[config.mk]
export PLATFORM = sky130hd
export DESIGN_NAME = npu_tile_scheduler_flat
export DESIGN_NICKNAME = d
export VERILOG_FILES = /design/src/rtl/npu_tile_scheduler_if.sv /design/src/rtl/npu_tile_scheduler.sv /design/src/flat_wrapper.sv
export SDC_FILE = /design/constraint.sdc
export NUM_CORES = 1
export LEC_CHECK = 0
export CORE_MARGIN = 3
export CORE_UTILIZATION = 30
export DETAILED_ROUTE_END_ITERATION = 12
export RECOVER_POWER = 25
export REMOVE_ABC_BUFFERS = 1
export SYNTH_ARGS = -nofsm -noshare
export SYNTH_HDL_FRONTEND = slang
export SYNTH_SLANG_ARGS = --single-unit
[constraint.sdc]
create_clock -name clk -period 2.6 [get_ports clk]
set_input_delay 0.39 -clock clk [delete_from_list [all_inputs] [get_ports clk]]
set_output_delay 0.39 -clock clk [all_outputs]
set_load 0.01 [all_outputs]
[src/rtl/npu_tile_scheduler_if.sv]
// npu_tile_scheduler_if: host command channel.
// Valid/ready push of {op, row range, column range} into the scheduler.
interface npu_tile_scheduler_if;
   logic       cmd_valid;
   logic       cmd_ready;
   logic [2:0] cmd_op;
   logic [2:0] cmd_i_first;
   logic [2:0] cmd_i_last;
   logic [2:0] cmd_j_first;
   logic [2:0] cmd_j_last;

   modport master (
      output cmd_valid,
      output cmd_op,
      output cmd_i_first,
      output cmd_i_last,
      output cmd_j_first,
      output cmd_j_last,
      input  cmd_ready
   );

   modport slave (
      input  cmd_valid,
      input  cmd_op,
      input  cmd_i_first,
      input  cmd_i_last,
      input  cmd_j_first,
      input  cmd_j_last,
      output cmd_ready
   );
endinterface

[src/rtl/npu_tile_scheduler.sv]
// npu_tile_scheduler: command FIFO plus sequencer that walks a tile
// rectangle row-major, one tile_processor run per tile.
module npu_tile_scheduler #(
   parameter int FIFO_DEPTH     = 4,
   parameter int TIMEOUT_CYCLES = 4096
) (
   input  logic                   clk,
   input  logic                   reset,
   npu_tile_scheduler_if.slave    cmd,
   input  logic                   abort,
   output logic                   tp_start,
   output logic [2:0]             tp_op_code,
   output logic [2:0]             tp_tile_i,
   output logic [2:0]             tp_tile_j,
   input  logic                   tp_done,
   output logic                   busy,
   output logic                   cmd_done,
   output logic                   err,
   output logic [1:0]             err_code,
   output logic [6:0]             tiles_done
);

   localparam int AW = $clog2(FIFO_DEPTH);
   localparam int TW = $clog2(TIMEOUT_CYCLES + 1);
   localparam logic [AW:0]   FULL  = (AW + 1)'(FIFO_DEPTH);
   localparam logic [TW-1:0] TLAST = TW'(TIMEOUT_CYCLES - 1);

   typedef enum logic [1:0] {
      IDLE,
      ISSUE,
      WAIT,
      NEXT
   } state_t;

   typedef struct packed {
      logic [2:0] op;
      logic [2:0] i_first;
      logic [2:0] i_last;
      logic [2:0] j_first;
      logic [2:0] j_last;
   } cmd_t;

   cmd_t          mem [FIFO_DEPTH];
   cmd_t          in_cmd;
   cmd_t          head;
   logic [AW-1:0] wr_ptr;
   logic [AW-1:0] rd_ptr;
   logic [AW:0]   count;

   state_t        state_q;
   state_t        state_d;
   logic          push;
   logic          pop;
   logic          pop_ill;
   logic          pop_empty;
   logic          head_ill;
   logic          head_empty;
   logic          complete;
   logic          timeout;
   logic          last_tile;
   logic          done_q;
   logic [TW-1:0] tcnt;
   logic [2:0]    i_last_q;
   logic [2:0]    j_first_q;
   logic [2:0]    j_last_q;

   assign in_cmd = {cmd.cmd_op, cmd.cmd_i_first, cmd.cmd_i_last,
                    cmd.cmd_j_first, cmd.cmd_j_last};
   assign head   = mem[rd_ptr];

   assign cmd.cmd_ready = !reset && (count != FULL);
   assign push          = cmd.cmd_valid && cmd.cmd_ready && !abort;

   assign head_ill   = head.op > 3'd4;
   assign head_empty = !head_ill &&
                       ((head.i_first > head.i_last) ||
                        (head.j_first > head.j_last));

   assign last_tile = (tp_tile_i == i_last_q) &&
                      (tp_tile_j == j_last_q);

   always_ff @(posedge clk) begin
      if (push) begin
         mem[wr_ptr] <= in_cmd;
      end
   end

   always_ff @(posedge clk) begin
      if (reset || abort) begin
         wr_ptr <= '0;
         rd_ptr <= '0;
         count  <= '0;
      end else begin
         if (push) begin
            wr_ptr <= wr_ptr + 1'b1;
         end
         if (pop) begin
            rd_ptr <= rd_ptr + 1'b1;
         end
         unique case ({push, pop})
            2'b10:   count <= count + 1'b1;
            2'b01:   count <= count - 1'b1;
            default: ;
         endcase
      end
   end

   always_ff @(posedge clk) begin
      if (reset) begin
         state_q <= IDLE;
      end else begin
         state_q <= state_d;
      end
   end

   always_comb begin
      state_d   = state_q;
      pop       = 1'b0;
      pop_ill   = 1'b0;
      pop_empty = 1'b0;
      complete  = 1'b0;
      timeout   = 1'b0;
      unique case (state_q)
         IDLE: begin
            if (count != '0) begin
               pop = 1'b1;
               unique case (1'b1)
                  head_ill:   pop_ill   = 1'b1;
                  head_empty: pop_empty = 1'b1;
                  default:    state_d   = ISSUE;
               endcase
            end
         end
         ISSUE: state_d = WAIT;
         WAIT: begin
            // a done level already high on entry is not an edge
            if (tp_done && !done_q) begin
               complete = 1'b1;
               state_d  = NEXT;
            end else if (tcnt == TLAST) begin
               timeout = 1'b1;
               state_d = IDLE;
            end
         end
         NEXT:    state_d = last_tile ? IDLE : ISSUE;
         default: state_d = IDLE;
      endcase
      if (abort) begin
         state_d   = IDLE;
         pop       = 1'b0;
         pop_ill   = 1'b0;
         pop_empty = 1'b0;
         complete  = 1'b0;
         timeout   = 1'b0;
      end
   end

   always_ff @(posedge clk) begin
      if (reset) begin
         done_q     <= 1'b0;
         tp_start   <= 1'b0;
         busy       <= 1'b0;
         cmd_done   <= 1'b0;
         err        <= 1'b0;
         err_code   <= 2'd0;
         tiles_done <= 7'd0;
         tp_op_code <= 3'd0;
         tp_tile_i  <= 3'd0;
         tp_tile_j  <= 3'd0;
         i_last_q   <= 3'd0;
         j_first_q  <= 3'd0;
         j_last_q   <= 3'd0;
         tcnt       <= '0;
      end else begin
         done_q   <= tp_done;
         tp_start <= (state_d == ISSUE);
         busy     <= (state_d != IDLE);
         cmd_done <= 1'b0;
         err      <= 1'b0;
         if (state_q == WAIT) begin
            tcnt <= tcnt + 1'b1;
         end
         if (pop) begin
            tiles_done <= 7'd0;
            err_code   <= 2'd0;
            tcnt       <= '0;
            unique case (1'b1)
               pop_ill: begin
                  err      <= 1'b1;
                  err_code <= 2'd1;
               end
               pop_empty: cmd_done <= 1'b1;
               default: begin
                  tp_op_code <= head.op;
                  tp_tile_i  <= head.i_first;
                  tp_tile_j  <= head.j_first;
                  i_last_q   <= head.i_last;
                  j_first_q  <= head.j_first;
                  j_last_q   <= head.j_last;
               end
            endcase
         end
         if (complete) begin
            tiles_done <= tiles_done + 7'd1;
            cmd_done   <= last_tile;
         end
         if (timeout) begin
            err      <= 1'b1;
            err_code <= 2'd2;
         end
         if ((state_q == NEXT) && !abort && !last_tile) begin
            tcnt <= '0;
            if (tp_tile_j < j_last_q) begin
               tp_tile_j <= tp_tile_j + 3'd1;
            end else begin
               tp_tile_i <= tp_tile_i + 3'd1;
               tp_tile_j <= j_first_q;
            end
         end
      end
   end

endmodule
[src/flat_wrapper.sv]
// flat-port wrapper written by rule: the top's interface ports become plain ports
module npu_tile_scheduler_flat 
#(
   parameter int FIFO_DEPTH     = 4,
   parameter int TIMEOUT_CYCLES = 4096
)
  (clk, reset, abort, tp_start, tp_op_code, tp_tile_i, tp_tile_j, tp_done, busy, cmd_done, err, err_code, tiles_done, cmd_cmd_valid, cmd_cmd_op, cmd_cmd_i_first, cmd_cmd_i_last, cmd_cmd_j_first, cmd_cmd_j_last, cmd_cmd_ready);
  npu_tile_scheduler_if cmd_i ();
  input  logic clk;
  input  logic reset;
  input  logic abort;
  output logic tp_start;
  output logic [2:0] tp_op_code;
  output logic [2:0] tp_tile_i;
  output logic [2:0] tp_tile_j;
  input  logic tp_done;
  output logic busy;
  output logic cmd_done;
  output logic err;
  output logic [1:0] err_code;
  output logic [6:0] tiles_done;
  input wire logic [$bits(cmd_i.cmd_valid)-1:0] cmd_cmd_valid;
  input wire logic [$bits(cmd_i.cmd_op)-1:0] cmd_cmd_op;
  input wire logic [$bits(cmd_i.cmd_i_first)-1:0] cmd_cmd_i_first;
  input wire logic [$bits(cmd_i.cmd_i_last)-1:0] cmd_cmd_i_last;
  input wire logic [$bits(cmd_i.cmd_j_first)-1:0] cmd_cmd_j_first;
  input wire logic [$bits(cmd_i.cmd_j_last)-1:0] cmd_cmd_j_last;
  output wire logic [$bits(cmd_i.cmd_ready)-1:0] cmd_cmd_ready;
  assign cmd_i.cmd_valid = cmd_cmd_valid;
  assign cmd_i.cmd_op = cmd_cmd_op;
  assign cmd_i.cmd_i_first = cmd_cmd_i_first;
  assign cmd_i.cmd_i_last = cmd_cmd_i_last;
  assign cmd_i.cmd_j_first = cmd_cmd_j_first;
  assign cmd_i.cmd_j_last = cmd_cmd_j_last;
  assign cmd_cmd_ready = cmd_i.cmd_ready;
  npu_tile_scheduler #(.FIFO_DEPTH(FIFO_DEPTH), .TIMEOUT_CYCLES(TIMEOUT_CYCLES)) u_core (.clk(clk), .reset(reset), .cmd(cmd_i), .abort(abort), .tp_start(tp_start), .tp_op_code(tp_op_code), .tp_tile_i(tp_tile_i), .tp_tile_j(tp_tile_j), .tp_done(tp_done), .busy(busy), .cmd_done(cmd_done), .err(err), .err_code(err_code), .tiles_done(tiles_done));
endmodule
==> impl_metrics.yaml, run 1 <==
cells_and_area:
  postLayoutCellArea_um2: 6470
  nets_final: 518
  synthToLayoutAreaGrowth_pct: 30.2
  ant_diodes: 0
  drive_gt1_frac: 0.179
  layout_cells_excl_fill: 708
grt:
  grt_pass1_vias: 3377
  pin_count_of_the_biggest_net_entering_global_routing: 35
  grt_pass1_wl_um: 17000
  grt_use_total: 0.121
  number_of_antenna_violations_at_the_first_check_in_global_routing: 0
  grt_overflow: 0
run:
  drv.max_cap_violation_count: 0
routing:
  drt_iter0_markers: 172
  antenna_violating_nets_post_route: 0
  top_signal_layer_used: "met4"
  met1Wirelength_um: 4900
  routed_wirelength_um: 10400
  routed_wire_length_per_instance_um: 14.7
  route.met2.wl_um: 4800
  route.detailed.drc: 0
  drt_pass1_iterations: 5
  route.met3.wl_um: 463
  routed-via-count: 3356
  vias_per_cell: 4.74
placed_design:
  dpl_cell_area_um2: 5840
  place.detailed.hpwl_um: 7130
  place_inst: 674
  place.port_buffers: 42
  weighted_congestion_reported_at_the_end_of_routability_driven_placement: 0.765
  dp_slack_ns: -0.285
timing:
  totalNegativeSetupSlack_ns: 0
  hold_viol: 0
  fin_worst_skew_ns: 0.00969
  final_critical_path_time_including_i_o_delays_and_setup_ns: 2.47
  period_share: 0.951
  worst_pin_slew_ns: 0.506
  timing.fmax_ghz: 0.405
  report.final.slew_viol_count: 0
  timing.max_slew.rel_slack: 0.662
  setup_repair_after_global_routing_missed_its_margin: "false"
  layout_setup_ws_ns: 0.129
  setup_viol_count_final: 0
worst_hold_path:
  hold_path_depth: 2
  worstHoldPathType: "flop to flop"
cts:
  clock_network_latency_to_the_later_pin_of_the_worst_skew_pair_ns: 0.41
  cts_root_buf: "sky130_fd_sc_hd__clkbuf_16"
  ctsHtreeMaxLevel: 4
  clk_pin_slew_ns: 0.05
  cts_buffers: 17
  cts_buffer_depth: 2
  cts_post_setup_buffers_inserted: 0
  post_cts_hold_fix_bufs: 0
  post_cts_gate_resize_count: 0
  cts.sinks: 116
  cts_tree: "done"
power:
  power_density_over_cell_area_nw_per_um2: 669
  ir_drop_mv: 0.486
  fin_total_pwr_uw: 4330
  power.static_leakage_uw: 0.00219
die:
  die_area_um2: 18100
  initial_core_util: 0.309
  floorplan.die.height_um: 135
  io_pins: 43
  die_x_um: 135
  fp.coreArea_um2: 16100
  placement_rows: 46
critical_path:
  worstPathCellList: "clkdlybuf4s50_1 > or4_4 > clkinv_4 > ha_1 > inv_1 > fa_1 > xor2_1 > or3_1 > a21oi_1"
  critical_path.endpoint: "u_core.count[2]$_SDFFE_PP0P_"
  cp.depth: 9
  critPathRequiredTime_ns: 2.94
  cp.buffers_inverters: 3
  critical_path_class: "input port to flop"
  start_kind: "input port"
  crit_path_launch: "abort"
  slowest_stage: "sky130_fd_sc_hd__or4_4"
  max_stage_delay_ns: 0.59
  top_fanout_value_on_the_critical_path: 2
  worst_setup_path_end_kind: "flop"
  worst-r2r-cell-count: 9
  worst_r2r_dst: "u_core.busy$_SDFF_PP0_"
  critPathTopFamily: "simple AND/OR/NAND/NOR gates"
  crit_arrival_ns: 2.82
  ff2ff_setup_slack_ns: 0.16
synthesis:
  yosys.cell_types.count: 50
  total_of_flip_flops_plus_latches_after_synthesis: 116
  ys.warnings.count: 0
  postSynthCellCount: 408
  synth-edff-count: 60
  post_synth_instance_area_um2: 4970
  ys_seq_area_frac: 0.588
  ys_async_sr_fraction: 0
  avgSynthCellArea_um2: 12.2
  synth_ff_type: "sky130_fd_sc_hd__edfxtp_1"
status:
  outcome: "finished, final reports clean"
==> synthesized netlist by cell type, types with 4 or more instances <==
cell / instances / share of area
sky130_fd_sc_hd__a211oi_1: 6 / 0.0091
sky130_fd_sc_hd__a21boi_0: 4 / 0.0060
sky130_fd_sc_hd__a21oi_1: 28 / 0.028
sky130_fd_sc_hd__a311oi_1: 4 / 0.0070
sky130_fd_sc_hd__and2_1: 7 / 0.0088
sky130_fd_sc_hd__buf_6: 4 / 0.0091
sky130_fd_sc_hd__clkbuf_1: 9 / 0.0068
sky130_fd_sc_hd__dfxtp_1: 56 / 0.23
sky130_fd_sc_hd__edfxtp_1: 60 / 0.36
sky130_fd_sc_hd__ha_1: 18 / 0.045
sky130_fd_sc_hd__inv_1: 22 / 0.017
sky130_fd_sc_hd__mux4_2: 15 / 0.068
sky130_fd_sc_hd__nand2_1: 16 / 0.012
sky130_fd_sc_hd__nand3_1: 26 / 0.026
sky130_fd_sc_hd__nor2_1: 32 / 0.024
sky130_fd_sc_hd__nor3_1: 6 / 0.0060
sky130_fd_sc_hd__nor4_1: 4 / 0.0050
sky130_fd_sc_hd__o21ai_0: 22 / 0.022
sky130_fd_sc_hd__or2_2: 4 / 0.0050
sky130_fd_sc_hd__or3_1: 4 / 0.0050
sky130_fd_sc_hd__xnor2_1: 8 / 0.014
sky130_fd_sc_hd__xor2_1: 13 / 0.023
==> logic make-up after synthesis <==
logic type,count (synthesis),share of synthesized area
compound gates,78,0.0954
xor+xnor,21,0.0370
fa+ha+maj,19,0.0493
buf+inv,42,0.0410
flops,116,0.588
mux,16,0.0700
simple gates,116,0.119
==> worst reg2reg max path, cell delays in order, from the launching register on <==
cell and delay, ns:
sky130_fd_sc_hd__dfxtp_4 0.37, sky130_fd_sc_hd__clkbuf_16 0.16, sky130_fd_sc_hd__mux4_2 0.55, sky130_fd_sc_hd__ha_1 0.31
sky130_fd_sc_hd__nand3_1 0.07, sky130_fd_sc_hd__o21ai_1 0.09, sky130_fd_sc_hd__o22a_1 0.24, sky130_fd_sc_hd__buf_12 0.15
sky130_fd_sc_hd__a32oi_2 0.26, sky130_fd_sc_hd__a211oi_1 0.10
==> final cells by class <==
class / instances / area [um2]
Clock buffer: 17 / 425
Multi-Input combinational cell: 250 / 1870
Tap cell: 216 / 270
Fill cell: 1493 / 9590
Sequential cell: 116 / 2930
Inverter: 23 / 91.3
Clock inverter: 15 / 141
Timing Repair Buffer: 71 / 744
==> metal layers <==
| layer | up-vias | track usage |
|---|---|---|
| met5 | - | 0 |
| met4 | 0 | 0.0532 |
| met3 | 17 | 0.0399 |
| met2 | 71 | 0.185 |
| met1 | 1621 | 0.158 |
| li1 | 1647 | - |
==> cell usage in the layout (no fill, tap or decap), drive strengths merged, types with 3 or more instances in the layout <==
cell type | synthesis | routed
edfxtp | 60 | 60
dfxtp | 56 | 56
nor2 | 32 | 32
clkdlybuf4s50 | 0 | 29
a21oi | 28 | 28
buf | 10 | 28
nand3 | 26 | 26
o21ai | 23 | 23
inv | 22 | 22
ha | 18 | 18
clkbuf | 9 | 18
nand2 | 16 | 16
mux4 | 15 | 15
xor2 | 13 | 13
dlygate4sd3 | 0 | 13
clkinv | 1 | 10
xnor2 | 8 | 8
and2 | 7 | 7
or3 | 7 | 7
nor3 | 6 | 6
a211oi | 6 | 6
or2 | 4 | 4
nor4 | 4 | 4
a21boi | 4 | 4
a311oi | 4 | 4
clkinvlp | 0 | 4
nand4 | 3 | 3
or4 | 3 | 3
==> sequential cells by signal, indices dropped and copies added (netlist names), 2 cells and up, named ones only <==
| name | count |
|---|---|
| u_core.i_last_q | 3 |
| u_core.count | 3 |
| u_core.tiles_done | 7 |
| u_core.tp_op_code | 3 |
| u_core.tcnt | 13 |
| u_core.state_q | 2 |
| u_core.err_code | 2 |
| u_core.tp_tile_i | 3 |
| u_core.tp_tile_j | 3 |
| u_core.j_last_q | 3 |
| u_core.rd_ptr | 2 |
| u_core.mem | 60 |
| u_core.j_first_q | 3 |
| u_core.wr_ptr | 2 |
==> how the worst min path moves through the flow <==
stage | start | slack (ns) | to
final | u_core.err_code[1]$_SDFFE_PP0P_ | 0.45 | u_core.err_code[1]$_SDFFE_PP0P_
after detailed placement | u_core.err_code[1]$_SDFFE_PP0P_ | 0.45 | u_core.err_code[1]$_SDFFE_PP0P_
after global placement | u_core.err_code[1]$_SDFFE_PP0P_ | 0.45 | u_core.err_code[1]$_SDFFE_PP0P_
after floorplan | u_core.j_first_q[0]$_SDFFE_PP0P_ | 0.44 | u_core.j_first_q[0]$_SDFFE_PP0P_
after global routing | u_core.err_code[1]$_SDFFE_PP0P_ | 0.48 | u_core.err_code[1]$_SDFFE_PP0P_
after CTS | u_core.err_code[1]$_SDFFE_PP0P_ | 0.45 | u_core.err_code[1]$_SDFFE_PP0P_
==> per-stage QoR <==
stage,util,hold WS [ns]
floorplan,-,0.443
global placement,0.364,0.445
detailed placement,0.364,0.447
CTS,0.399,0.455
global route,0.403,0.475
finish,0.403,0.453
==> power by group <==
group          leakage [uW]  total, uW  switching, uW  internal, uW
Sequential         0.000994       1950           5.77          1940
Combinational      0.000932        189            102          87.4
Clock              0.000265       2190            802          1390
Power figures use the tool's default switching activity.
==> run 2, diff against run 1 <==
--- a/config.mk
+++ b/config.mk
@@ -6,8 +6,9 @@
 export NUM_CORES = 1
 export LEC_CHECK = 0
 export CORE_MARGIN = 3
-export CORE_UTILIZATION = 30
+export CORE_UTILIZATION = 44
 export DETAILED_ROUTE_END_ITERATION = 12
+export PLACE_DENSITY = 0.66
 export RECOVER_POWER = 25
 export REMOVE_ABC_BUFFERS = 1
 export SYNTH_ARGS = -nofsm -noshare
==> run 2 against run 1 <==
Compared with the run above:
- register-to-register slack got worse by 0.15 ns
- clock power fell by 9%
- combinational power rose by 31%
- fmax fell by 4.4%
- flip-flop and latch count did not move
- sequential power barely moved
- critical path type is now flop to flop
- critical endpoint is now u_core.tp_tile_j[1]$_SDFFE_PP0P_
- highest routed layer unchanged
==> impl_metrics.yaml, run 2 (synthesis results as in run 1) <==
die:
  initial_core_util: 0.454
  fp.coreArea_um2: 10900
  die_x_um: 112
  floorplan.die.height_um: 112
  io_pins: 43
  die_area_um2: 12600
  placement_rows: 38
critical_path:
  top_fanout_value_on_the_critical_path: 8
  start_kind: "flop"
  critical_path.most_common_cell: "sky130_fd_sc_hd__inv_1"
  worstPathCellList: "buf_12 > buf_4 > mux4_2 > inv_1 > ha_4 > inv_1 > a211oi_4 > o22a_4 > buf_6 > nand3_4 > a311oi_2"
  max_stage_delay_ns: 0.55
  slowest_stage: "sky130_fd_sc_hd__mux4_2"
  worst_setup_path_end_kind: "flop"
  critPathTopFamily: "compound AO/OA/AOI/OAI gates"
  crit_arrival_ns: 2.90
  critical_path_class: "flop to flop"
  critPathRequiredTime_ns: 2.92
  cp.buffers_inverters: 5
grt:
  grt_pass1_wl_um: 17000
  grt_use_total: 0.173
  grt_overflow: 0
  grt_pass1_vias: 3510
  pin_count_of_the_biggest_net_entering_global_routing: 36
  number_of_antenna_violations_at_the_first_check_in_global_routing: 0
timing:
  timing.fmax_ghz: 0.387
  period_share: 0.994
  report.final.slew_viol_count: 0
  fin_worst_skew_ns: 0.00848
  hold_viol: 0
  final_critical_path_time_including_i_o_delays_and_setup_ns: 2.59
  totalNegativeSetupSlack_ns: 0
  setup_viol_count_final: 0
  worst_pin_slew_ns: 0.480
  timing.max_slew.rel_slack: 0.677
  setup_repair_after_global_routing_missed_its_margin: "true"
routing:
  routed_wirelength_um: 10800
  drt_pass1_iterations: 4
  routed_wire_length_per_instance_um: 16.8
  drt_iter0_markers: 224
  routed-via-count: 3489
  vias_per_cell: 5.44
  route.detailed.drc: 0
  antenna_violating_nets_post_route: 0
cts:
  cts.sinks: 116
  post_cts_hold_fix_bufs: 0
  cts_buffer_depth: 2
  cts_buffers: 17
  cts_root_buf: "sky130_fd_sc_hd__clkbuf_16"
  ctsHtreeMaxLevel: 4
  cts_tree: "done"
  clock_network_latency_to_the_later_pin_of_the_worst_skew_pair_ns: 0.41
  clk_pin_slew_ns: 0.05
cells_and_area:
  seqCellArea_um2: 2920
  largest_regs: "u_core.mem (60), u_core.tcnt (13), u_core.tiles_done (7)"
  final_common_cell: "sky130_fd_sc_hd__edfxtp_1"
  synthToLayoutAreaGrowth_pct: 32.8
  drive_gt1_frac: 0.218
  fillerInstances: 862
  max_flop_register: "u_core.mem"
  nets_final: 529
  ant_diodes: 0
  largest_register_ffs: 60
  multi_input_area_um2: 2070
  layout.cells.most_common_list: "sky130_fd_sc_hd__edfxtp_1 (60), sky130_fd_sc_hd__dfxtp_1 (55), sky130_fd_sc_hd__nor2_1 (32)"
  postLayoutCellArea_um2: 6600
placed_design:
  place.port_buffers: 42
  place.detailed.hpwl_um: 6770
  weighted_congestion_reported_at_the_end_of_routability_driven_placement: 0.751
  dpl_cell_area_um2: 5760
power:
  power_density_over_cell_area_nw_per_um2: 636
  power.static_leakage_uw: 0.00225
  fin_total_pwr_uw: 4200
  ir_drop_mv: 0.548
status:
  outcome: "finished, final reports clean"
run:
  drv.max_cap_violation_count: 0
worst_hold_path:
  worstHoldPathType: "flop to flop"
[run 2: path summary, 6_finish.rpt]
path | from | to | slack, ns | depth (start not counted)
setup / recovery | flop | u_core.tp_tile_j[1]$_SDFFE_PP0P_ | 0.01 | 11
setup reg to reg | flop | u_core.tp_tile_j[1]$_SDFFE_PP0P_ | 0.01 | 11
hold / removal | u_core.err_code[1]$_SDFFE_PP0P_ | u_core.err_code[1]$_SDFFE_PP0P_ | 0.46 | 2
hold reg to reg | u_core.err_code[1]$_SDFFE_PP0P_ | u_core.err_code[1]$_SDFFE_PP0P_ | 0.46 | 2
[run 2: layout make-up]
class	instances	area share
clock buffers	20	0.0662
multi-input cells	250	0.314
repair buffers	82	0.126
inverters	23	0.0138
well taps	140	0.0265
clock inverters	10	0.0102
flip-flops and latches	116	0.443
[run 2: worst reg2reg max path, cell delays in order, from the launching register on]
cell                       delay [ns]
sky130_fd_sc_hd__dfxtp_2         0.34
sky130_fd_sc_hd__buf_12          0.13
sky130_fd_sc_hd__buf_4           0.12
sky130_fd_sc_hd__mux4_2          0.55
sky130_fd_sc_hd__inv_1           0.14
sky130_fd_sc_hd__ha_4            0.14
sky130_fd_sc_hd__inv_1           0.05
sky130_fd_sc_hd__a211oi_4        0.29
sky130_fd_sc_hd__o22a_4          0.25
sky130_fd_sc_hd__buf_6           0.14
sky130_fd_sc_hd__nand3_4         0.07
sky130_fd_sc_hd__a311oi_2        0.28
[run 2: routing by layer]
metal	wire (um)	track usage
met1	4590	0.208
met2	5410	0.281
met3	494	0.0512
met4	292	0.0929
met5	0	0
[run 2: where the power goes]
| group | total [uW] | internal (uW) | switching (uW) |
|---|---|---|---|
| logic | 247 | 118 | 129 |
| registers | 1950 | 1940 | 5.82 |
| clock network | 2000 | 1270 | 735 |
| total | 4200 | 3330 | 870 |
[run 2: timing repair]
item | CTS | global route
cloned | 1 | 0
buffers inserted | 7 | 3
gates resized for setup | 16 | 36
pin swaps | 5 | 10
setup endpoints to repair | 15 | 21
[run 2: per-stage QoR]
step / hold WS (ns) / std cells / setup slack, ns / utilization
after floorplan: 0.443 / 389 / -0.430 / -
after global routing: 0.485 / 641 / -0.0738 / 0.604
after global placement: 0.446 / 600 / -0.210 / 0.527
after CTS: 0.462 / 638 / 0.00495 / 0.585
final: 0.463 / 641 / 0.0148 / 0.604
after detailed placement: 0.455 / 600 / -0.275 / 0.527
